<file path="config.mk">
export PLATFORM = sky130hd
export DESIGN_NAME = axis_frame_gen
export DESIGN_NICKNAME = d
export VERILOG_FILES = /design/src/rtl/axis_frame_gen.sv
export SDC_FILE = /design/constraint.sdc
export NUM_CORES = 1
export LEC_CHECK = 0
export CAP_MARGIN = 20
export CORE_MARGIN = 1
export CORE_UTILIZATION = 56
export DETAILED_ROUTE_END_ITERATION = 8
export MAX_ROUTING_LAYER = met4
export PLACE_DENSITY = 0.79
export SLEW_MARGIN = 20
export SYNTH_ARGS = -nofsm -noshare
export SYNTH_HDL_FRONTEND = slang
export SYNTH_SLANG_ARGS = --single-unit
</file>
<file path="constraint.sdc">
create_clock -name clk -period 3 [get_ports clk]
set_input_delay 0.6 -clock clk [delete_from_list [all_inputs] [get_ports clk]]
set_output_delay 0.6 -clock clk [all_outputs]
set_load 0.02 [all_outputs]
</file>
<file path="src/rtl/axis_frame_gen.sv">
// AXI4-Stream test-pattern frame generator: streams IMG_W x IMG_H pixels with
// SOF on tuser[0] and EOL on tlast. Every output comes straight from a flop.
package img_processing_pkg;
  localparam int IMG_W = 640;
  localparam int IMG_H = 480;

  typedef enum logic [1:0] {
    BYPASS = 2'd0,
    BOX    = 2'd1,
    GAUSS  = 2'd2,
    SOBEL  = 2'd3
  } kernel_type_t;
endpackage

module axis_frame_gen #(
  parameter int IMG_W            = img_processing_pkg::IMG_W,
  parameter int IMG_H            = img_processing_pkg::IMG_H,
  parameter int AXIS_TDATA_WIDTH = 8,
  parameter int AXIS_TUSER_WIDTH = 1
) (
  input  logic                        clk,
  input  logic                        rst,
  input  logic                        start,
  input  logic                        continuous,
  input  logic [1:0]                  pattern,
  input  logic [7:0]                  const_val,
  output logic [AXIS_TDATA_WIDTH-1:0] m_axis_tdata,
  output logic                        m_axis_tvalid,
  input  logic                        m_axis_tready,
  output logic                        m_axis_tlast,
  output logic [AXIS_TUSER_WIDTH-1:0] m_axis_tuser,
  output logic                        busy,
  output logic                        frame_done
);
  import img_processing_pkg::*;

  localparam int XW = (IMG_W > 1) ? $clog2(IMG_W) : 1;
  localparam int YW = (IMG_H > 1) ? $clog2(IMG_H) : 1;

  typedef enum logic {
    IDLE,
    STREAM
  } state_t;

  state_t                      state_q, state_d;
  logic [XW-1:0]               x_q, x_d;
  logic [YW-1:0]               y_q, y_d;
  kernel_type_t                pattern_q, pattern_d;
  logic [7:0]                  const_q, const_d;
  logic                        cont_q, cont_d;
  logic [AXIS_TDATA_WIDTH-1:0] tdata_q, tdata_d;
  logic                        tvalid_q, tvalid_d;
  logic                        tlast_q, tlast_d;
  logic [AXIS_TUSER_WIDTH-1:0] tuser_q, tuser_d;
  logic                        busy_q, busy_d;
  logic                        done_q, done_d;

  logic          hs, x_end, y_end;
  logic [XW-1:0] x_nxt;
  logic [YW-1:0] y_nxt;

  function automatic logic [7:0] pix(input kernel_type_t p, input logic [7:0] cv,
                                     input logic [7:0] x, input logic [7:0] y);
    case (p)
      BYPASS:  pix = cv;
      BOX:     pix = x;
      GAUSS:   pix = y;
      default: pix = (x[3] ^ y[3]) ? 8'hFF : 8'h00;
    endcase
  endfunction

  always_comb begin
    // NOTE: every signal assigned here gets a default first so no latch is inferred.
    state_d   = state_q;
    x_d       = x_q;
    y_d       = y_q;
    pattern_d = pattern_q;
    const_d   = const_q;
    cont_d    = cont_q;
    tdata_d   = tdata_q;
    tvalid_d  = tvalid_q;
    tlast_d   = tlast_q;
    tuser_d   = tuser_q;
    busy_d    = busy_q;
    done_d    = 1'b0;

    hs    = tvalid_q & m_axis_tready;
    x_end = (x_q == XW'(IMG_W - 1));
    y_end = (y_q == YW'(IMG_H - 1));
    x_nxt = x_end ? '0 : x_q + 1'b1;
    y_nxt = x_end ? (y_end ? '0 : y_q + 1'b1) : y_q;

    case (state_q)
      IDLE: begin
        if (start) begin
          state_d   = STREAM;
          pattern_d = kernel_type_t'(pattern);
          const_d   = const_val;
          cont_d    = continuous;
          x_d       = '0;
          y_d       = '0;
          tdata_d   = AXIS_TDATA_WIDTH'(pix(kernel_type_t'(pattern), const_val, 8'd0, 8'd0));
          tvalid_d  = 1'b1;
          tlast_d   = 1'b0;
          tuser_d   = '0;
          tuser_d[0] = 1'b1;
          busy_d    = 1'b1;
        end
      end
      default: begin
        if (hs) begin
          x_d     = x_nxt;
          y_d     = y_nxt;
          tuser_d = '0;
          if (x_end && y_end) begin
            done_d = 1'b1;
            // The latched mode allows repetition; the live input can still stop it.
            if (cont_q && continuous) begin
              pattern_d  = kernel_type_t'(pattern);
              const_d    = const_val;
              cont_d     = continuous;
              tdata_d    = AXIS_TDATA_WIDTH'(pix(kernel_type_t'(pattern), const_val, 8'd0, 8'd0));
              tlast_d    = 1'b0;
              tuser_d[0] = 1'b1;
            end else begin
              state_d  = IDLE;
              tdata_d  = '0;
              tvalid_d = 1'b0;
              tlast_d  = 1'b0;
              busy_d   = 1'b0;
            end
          end else begin
            tdata_d = AXIS_TDATA_WIDTH'(pix(pattern_q, const_q, 8'(x_nxt), 8'(y_nxt)));
            tlast_d = (x_nxt == XW'(IMG_W - 1));
          end
        end
      end
    endcase
  end

  always_ff @(posedge clk) begin
    // NOTE: sequential state uses non-blocking assignments so all flops update together.
    if (rst) begin
      state_q   <= IDLE;
      x_q       <= '0;
      y_q       <= '0;
      pattern_q <= BYPASS;
      const_q   <= '0;
      cont_q    <= 1'b0;
      tdata_q   <= '0;
      tvalid_q  <= 1'b0;
      tlast_q   <= 1'b0;
      tuser_q   <= '0;
      busy_q    <= 1'b0;
      done_q    <= 1'b0;
    end else begin
      state_q   <= state_d;
      x_q       <= x_d;
      y_q       <= y_d;
      pattern_q <= pattern_d;
      const_q   <= const_d;
      cont_q    <= cont_d;
      tdata_q   <= tdata_d;
      tvalid_q  <= tvalid_d;
      tlast_q   <= tlast_d;
      tuser_q   <= tuser_d;
      busy_q    <= busy_d;
      done_q    <= done_d;
    end
  end

  assign m_axis_tdata  = tdata_q;
  assign m_axis_tvalid = tvalid_q;
  assign m_axis_tlast  = tlast_q;
  assign m_axis_tuser  = tuser_q;
  assign busy          = busy_q;
  assign frame_done    = done_q;
endmodule

</file>
Word-level counts from Yosys, hierarchy flattened
Index checks and enable logic that the tools add are counted.
- add/subtract/negate cells: 2
- equal/unequal tests: 10
- mux-type cells: 50
- bitwise gates (word level): 4
- reductions and logical operators: 10
- operator list (kind ; number):
    two-way mux 8 bit ; 12
    two-way mux 9 bit ; 5
    two-way mux 10 bit ; 4
    one-hot mux 8 bit (3 select lines) ; 1
    two-way mux 1 bit ; 23
    == test 10 bit, second input constant ; 2
    adder 10 x 1 -> 10 bit, second input constant ; 1
    two-way mux 2 bit ; 5
    adder 9 x 1 -> 9 bit, second input constant ; 1
    == test 9 bit, second input constant ; 1
    != test 2 x 1 -> 1 bit, second input constant ; 4
    AND reduction 4 bit ; 2
    logical NOT 2 bit ; 2
    AND reduction 3 bit ; 1
    OR reduction 3 bit ; 1
    == test 2 x 1 -> 1 bit, second input constant ; 1
    == test 2 bit, second input constant ; 1
    logical AND 1 bit ; 2
    != test 2 bit, second input constant ; 1
    NOT 1 bit ; 2
    AND reduction 2 bit ; 1
    nonzero test 2 bit ; 1
    bitwise AND 1 bit ; 1
    bitwise XOR 1 bit ; 1
- bits in registers: 43
- output and inout port bits: 13

Logic depth before layout (Yosys ltp)
- depth after elaboration: 9
- depth in mapped cells: 9

Least setup slack after synthesis
OpenSTA, ideal clock, no wires.
- path kind: flip-flop to flip-flop
- from: register x_q[1]
- to: register tdata_q[5], in the netlist m_axis_tdata[5]
- library setup time: 0.086 ns
- arrival: 1.973 ns
- data required time: 2.914 ns
- path slack: 0.941 ns
- stages on the path, launching flop included: 9
- path buffers: 1
- path through: dfxtp_1 -> ha_1 -> buf_2 -> and2_1 -> nand3_4 -> mux2_4 -> a211oi_4 -> o31ai_1 -> a211oi_1
- cells in the longest elaborated chain, start to end: 8
- elaborated cells on any way between the ends: 11
- ends and longest elaborated chain (what ; line ; RTL):
    from (decl) ; 46 ; logic [XW-1:0] x_q, x_d;
    from (signal assigned) ; 145 ; x_q <= '0;
    from (signal assigned) ; 158 ; x_q <= x_d;
    adder 10 x 1 -> 10 bit or == test 10 bit (tied branches) ; 90, 88 ;
    two-way mux 10 bit or two-way mux 9 bit (tied branches) ; 90, 91 ;
    bitwise XOR 1 bit ; 68 ; default: pix = (x[3] ^ y[3]) ? 8'hFF : 8'h00;
    two-way mux 8 bit ; 68 ;
    one-hot mux 8 bit (3 select lines) ; 64 ; case (p)
    two-way mux 8 bit (*) ; 115 ; if (x_end && y_end) begin
    two-way mux 8 bit (*) ; 111 ; if (hs) begin
    two-way mux 8 bit (*) ; 93 ; case (state_q)
    to (signal assigned) ; 163 ; tdata_q <= tdata_d;
    to (decl) ; 51 ; logic [AXIS_TDATA_WIDTH-1:0] tdata_q, tdata_d;
Every way passes the cells marked *; elsewhere a longest branch is shown, timed or not. The select of a mux whose other input is x is not followed.
A chain may end at the register's enable or synchronous reset.

Worst setup path in the final report
- from: register x_q[1]
- to: register tdata_q[7], in the netlist m_axis_tdata[7]
Same word-level chain as after synthesis.

==> results.json <==
{
  "areaGrowthSynthToFinish_pct": 15.9,
  "grt.total_usage_pct": 30.7,
  "syn-cell-area_sq_mm": 0.00251,
  "leakage_nw": 1.04,
  "synth_edf_count": 0,
  "cts.sinks": 43,
  "min-delay-start": "m_axis_tuser",
  "die_area_sq_mm": 0.00476,
  "cts.path.max_buffers": 2,
  "drt-met1-wl_um": 2900,
  "setup_viol": 0,
  "yosys_register_bits": 43,
  "endpoint_kind": "register",
  "yosys.area_share.simple_pct": 27.1,
  "synth_top_family_by_area": "simple AND/OR/NAND/NOR gates",
  "r2r-start": "x_q[1]",
  "cap_viol_max_count": 0,
  "dieHeight_um": 69.0,
  "dr.pass1.iters": 4,
  "critPathSlowestCell": "a221oi_1",
  "grt_first_pass_wirelength_um": 10200,
  "cp_data_arrival_time_ns": 2.53,
  "antenna_found_initial": 0,
  "dr_wl_met3_um": 324,
  "drtIter0Drc": 177,
  "final_area_sq_mm": 0.00291,
  "cts_buffers": 5,
  "htreeDepth": 2,
  "regToRegEndpoint": "m_axis_tdata[7]",
  "postLayoutSetupSlackWorst_ns": 0.657,
  "pre_cts_ws_ns": 0.452,
  "ys_seq_area_share_pct": 34.3,
  "start_util_pct": 60.6,
  "hold_viol_final": 0,
  "grt_start_max_net_pins": 22,
  "core_sq_mm": 0.00414,
  "synth-compound-area-share_pct": 23.9,
  "worst_pin_slew_ns": 0.717,
  "fin_nets": 352,
  "die_w_um": 69.0,
  "clock_latency_ns": 0.30,
  "post-route-period-util_pct": 78.1,
  "relSlewSlack_pct": 52.2,
  "fin_cells": 385,
  "cts_setup_buffers": 0,
  "top_layer": "met4",
  "drcViolationCount": 0,
  "path_clk_slew_ns": 0.08,
  "viasPerCell": 6.33,
  "outcome": "finished, final reports clean",
  "cts_tree": "yes",
  "hold_buffers": 0,
  "synth_nets": 330,
  "syn_inst": 312,
  "finalSetupTns_ns": 0,
  "place_congestion": 0.931,
  "ir_drop_uv": 280,
  "min_to": "m_axis_tuser",
  "syn_avg_cell_area_sq_um": 8.05,
  "rr_worst_depth": 7,
  "power_density_mw_per_mm2": 402,
  "ant_nets": 0,
  "placedCellCount": 377,
  "crit_path_start": "x_q[1]",
  "portBuffers": 27,
  "synth.area.mux_share_pct": 5.38,
  "synthArstFlopShare_pct": 0,
  "finalPower_mw": 1.17,
  "worstHoldPathCells": 2,
  "wl_met2_um": 3200,
  "finalCriticalPeriod_ns": 2.34,
  "crit_required_ns": 3.18,
  "yosys_warnings": 0,
  "hold_ws_ns": 0.461,
  "start_kind": "register",
  "hold_path_class": "reg -> reg",
  "root_buffer": "clkbuf_8",
  "diodes": 0,
  "grt_pass1_vias": 2112,
  "rows": 23,
  "worstPathMaxFanout": 19,
  "utilization_pct": 70.3,
  "overflow": 0,
  "synth_xor_area_share_pct": 3.14,
  "rrSetupSlack_ns": 0.66,
  "drive_gt1_share_pct": 8.96,
  "slew_viol_final": 0,
  "critPathMaxStageDelay_ns": 0.48,
  "placed_cell_area_sq_mm": 0.00281,
  "vias": 2436,
  "post_cts_resized": 0,
  "dp_hpwl_um": 4610,
  "synthDistinctLibCells": 61,
  "synthAdderAreaFrac_pct": 1.49,
  "crit_type": "reg -> reg",
  "worstPathCellList": "ha_1 -> and2_1 -> nand3_4 -> a221oi_1 -> a211oi_4 -> nor4_1 -> o31ai_1",
  "rsz0062_at_grt": "no",
  "wl_um": 6540,
  "ys.flop_type": "dfxtp_1",
  "finClkSkew_ns": 0.00623,
  "wl_per_cell_um": 17.0,
  "fmax_mhz": 427,
  "io_pins": 28
}
==> sequential cells by signal, summed over array words and instances, names as in the netlist <==
signal        flops
m_axis_tdata      8
m_axis_tuser      1
y_q               9
const_q           8
busy              1
m_axis_tlast      1
pattern_q         2
state_q           1
x_q              10
cont_q            1
frame_done        1
==> power breakdown <==
| part | leakage [nW] | switching, mW | internal (mW) |
|---|---|---|---|
| registers | 0.349 | 0.0124 | 0.587 |
| logic | 0.638 | 0.0873 | 0.0702 |
| clock network | 0.0515 | 0.204 | 0.210 |
==> cells by family after synthesis <==
logic type	Yosys count
flip-flops	43
adder cells (fa/ha/maj)	3
XOR/XNOR	9
AND/OR/NAND/NOR	128
multiplexers	13
AO/OA/AOI/OAI	91
buffers and inverters	25
==> layout by cell type, fill, tap and decap left out, types with 2 or more instances in the layout <==
master,synthesis,routed
o22ai_1,2,2
clkbuf_8,0,7
nand2_1,29,29
o21ai_0,20,20
inv_1,3,3
and2_1,2,2
nand2b_1,4,4
nand4_1,4,4
ha_1,3,3
xnor2_1,4,4
dfxtp_1,43,43
o21ai_1,5,5
a22oi_1,3,3
o31ai_1,10,10
a31oi_1,5,5
nand3_1,17,17
clkdlybuf4s50_1,0,27
o41ai_1,4,4
xor2_1,5,5
a311oi_1,2,2
a211oi_1,4,4
nor3b_1,2,2
nor2_1,36,36
nor4_1,3,3
nor3_1,9,9
and3_1,4,4
a21oi_1,22,22
mux2i_1,12,12
a32oi_1,3,3
or3_1,2,2
buf_4,1,10
==> Yosys cell counts, types with 2 or more instances <==
library cell	n	area [sq um]
a32oi_1	3	26.3
nand4_1	4	25.0
or3_1	2	12.5
o21ai_1	5	25.0
and3_1	4	25.0
nand2_1	29	109
mux2i_1	12	120
nor3b_1	2	15.0
buf_2	6	30.0
nor2_1	36	135
o41ai_1	4	35.0
xnor2_1	4	35.0
a21oi_1	22	110
nor3_1	9	45.0
o22ai_1	2	12.5
a22oi_1	3	22.5
dfxtp_1	43	861
a211oi_1	4	30.0
xor2_1	5	43.8
buf_1	2	7.51
o21ai_0	20	100
and2_1	2	12.5
o31ai_1	10	75.1
nand3_1	17	85.1
inv_1	3	11.3
a311oi_1	2	17.5
ha_1	3	37.5
clkbuf_1	11	41.3
nor4_1	3	18.8
a31oi_1	5	31.3
nand2b_1	4	25.0
buf_6	2	22.5
==> worst max-delay path by stage <==
stage                       to  slack [ns]  cells after the start
6_report       m_axis_tdata[7]        0.66                      7
5_1_grt        m_axis_tdata[3]        0.46                      7
4_1_cts        m_axis_tdata[1]        0.68                      7
3_5_place_dp   m_axis_tdata[3]        0.45                      7
3_3_place_gp   m_axis_tdata[3]        0.55                      7
2_1_floorplan  m_axis_tdata[5]        0.94                      8
==> critical path, delay by kind of cell, from the launching register on <==
family	cells	cell delay, ns
compound gates	3	0.72
fa+ha+maj	1	0.19
flops	1	0.43
simple gates	3	0.87
==> final cells by class <==
type                    instances  area (sq um)
well taps                      50          62.6
flip-flops and latches         43           861
multi-input cells             244          1530
fillers                       343          1230
inverters                       3          11.3
clock buffers                   8           100
repair buffers                 37           345
==> metal layers <==
metal | global-route usage, % | up-vias
met5 | - | -
met4 | 11.2 | 0
met3 | 5.59 | 12
met2 | 48.5 | 73
met1 | 38.8 | 1156
li1 | - | 1195
Note: power is estimated with default switching activity, not from simulation.
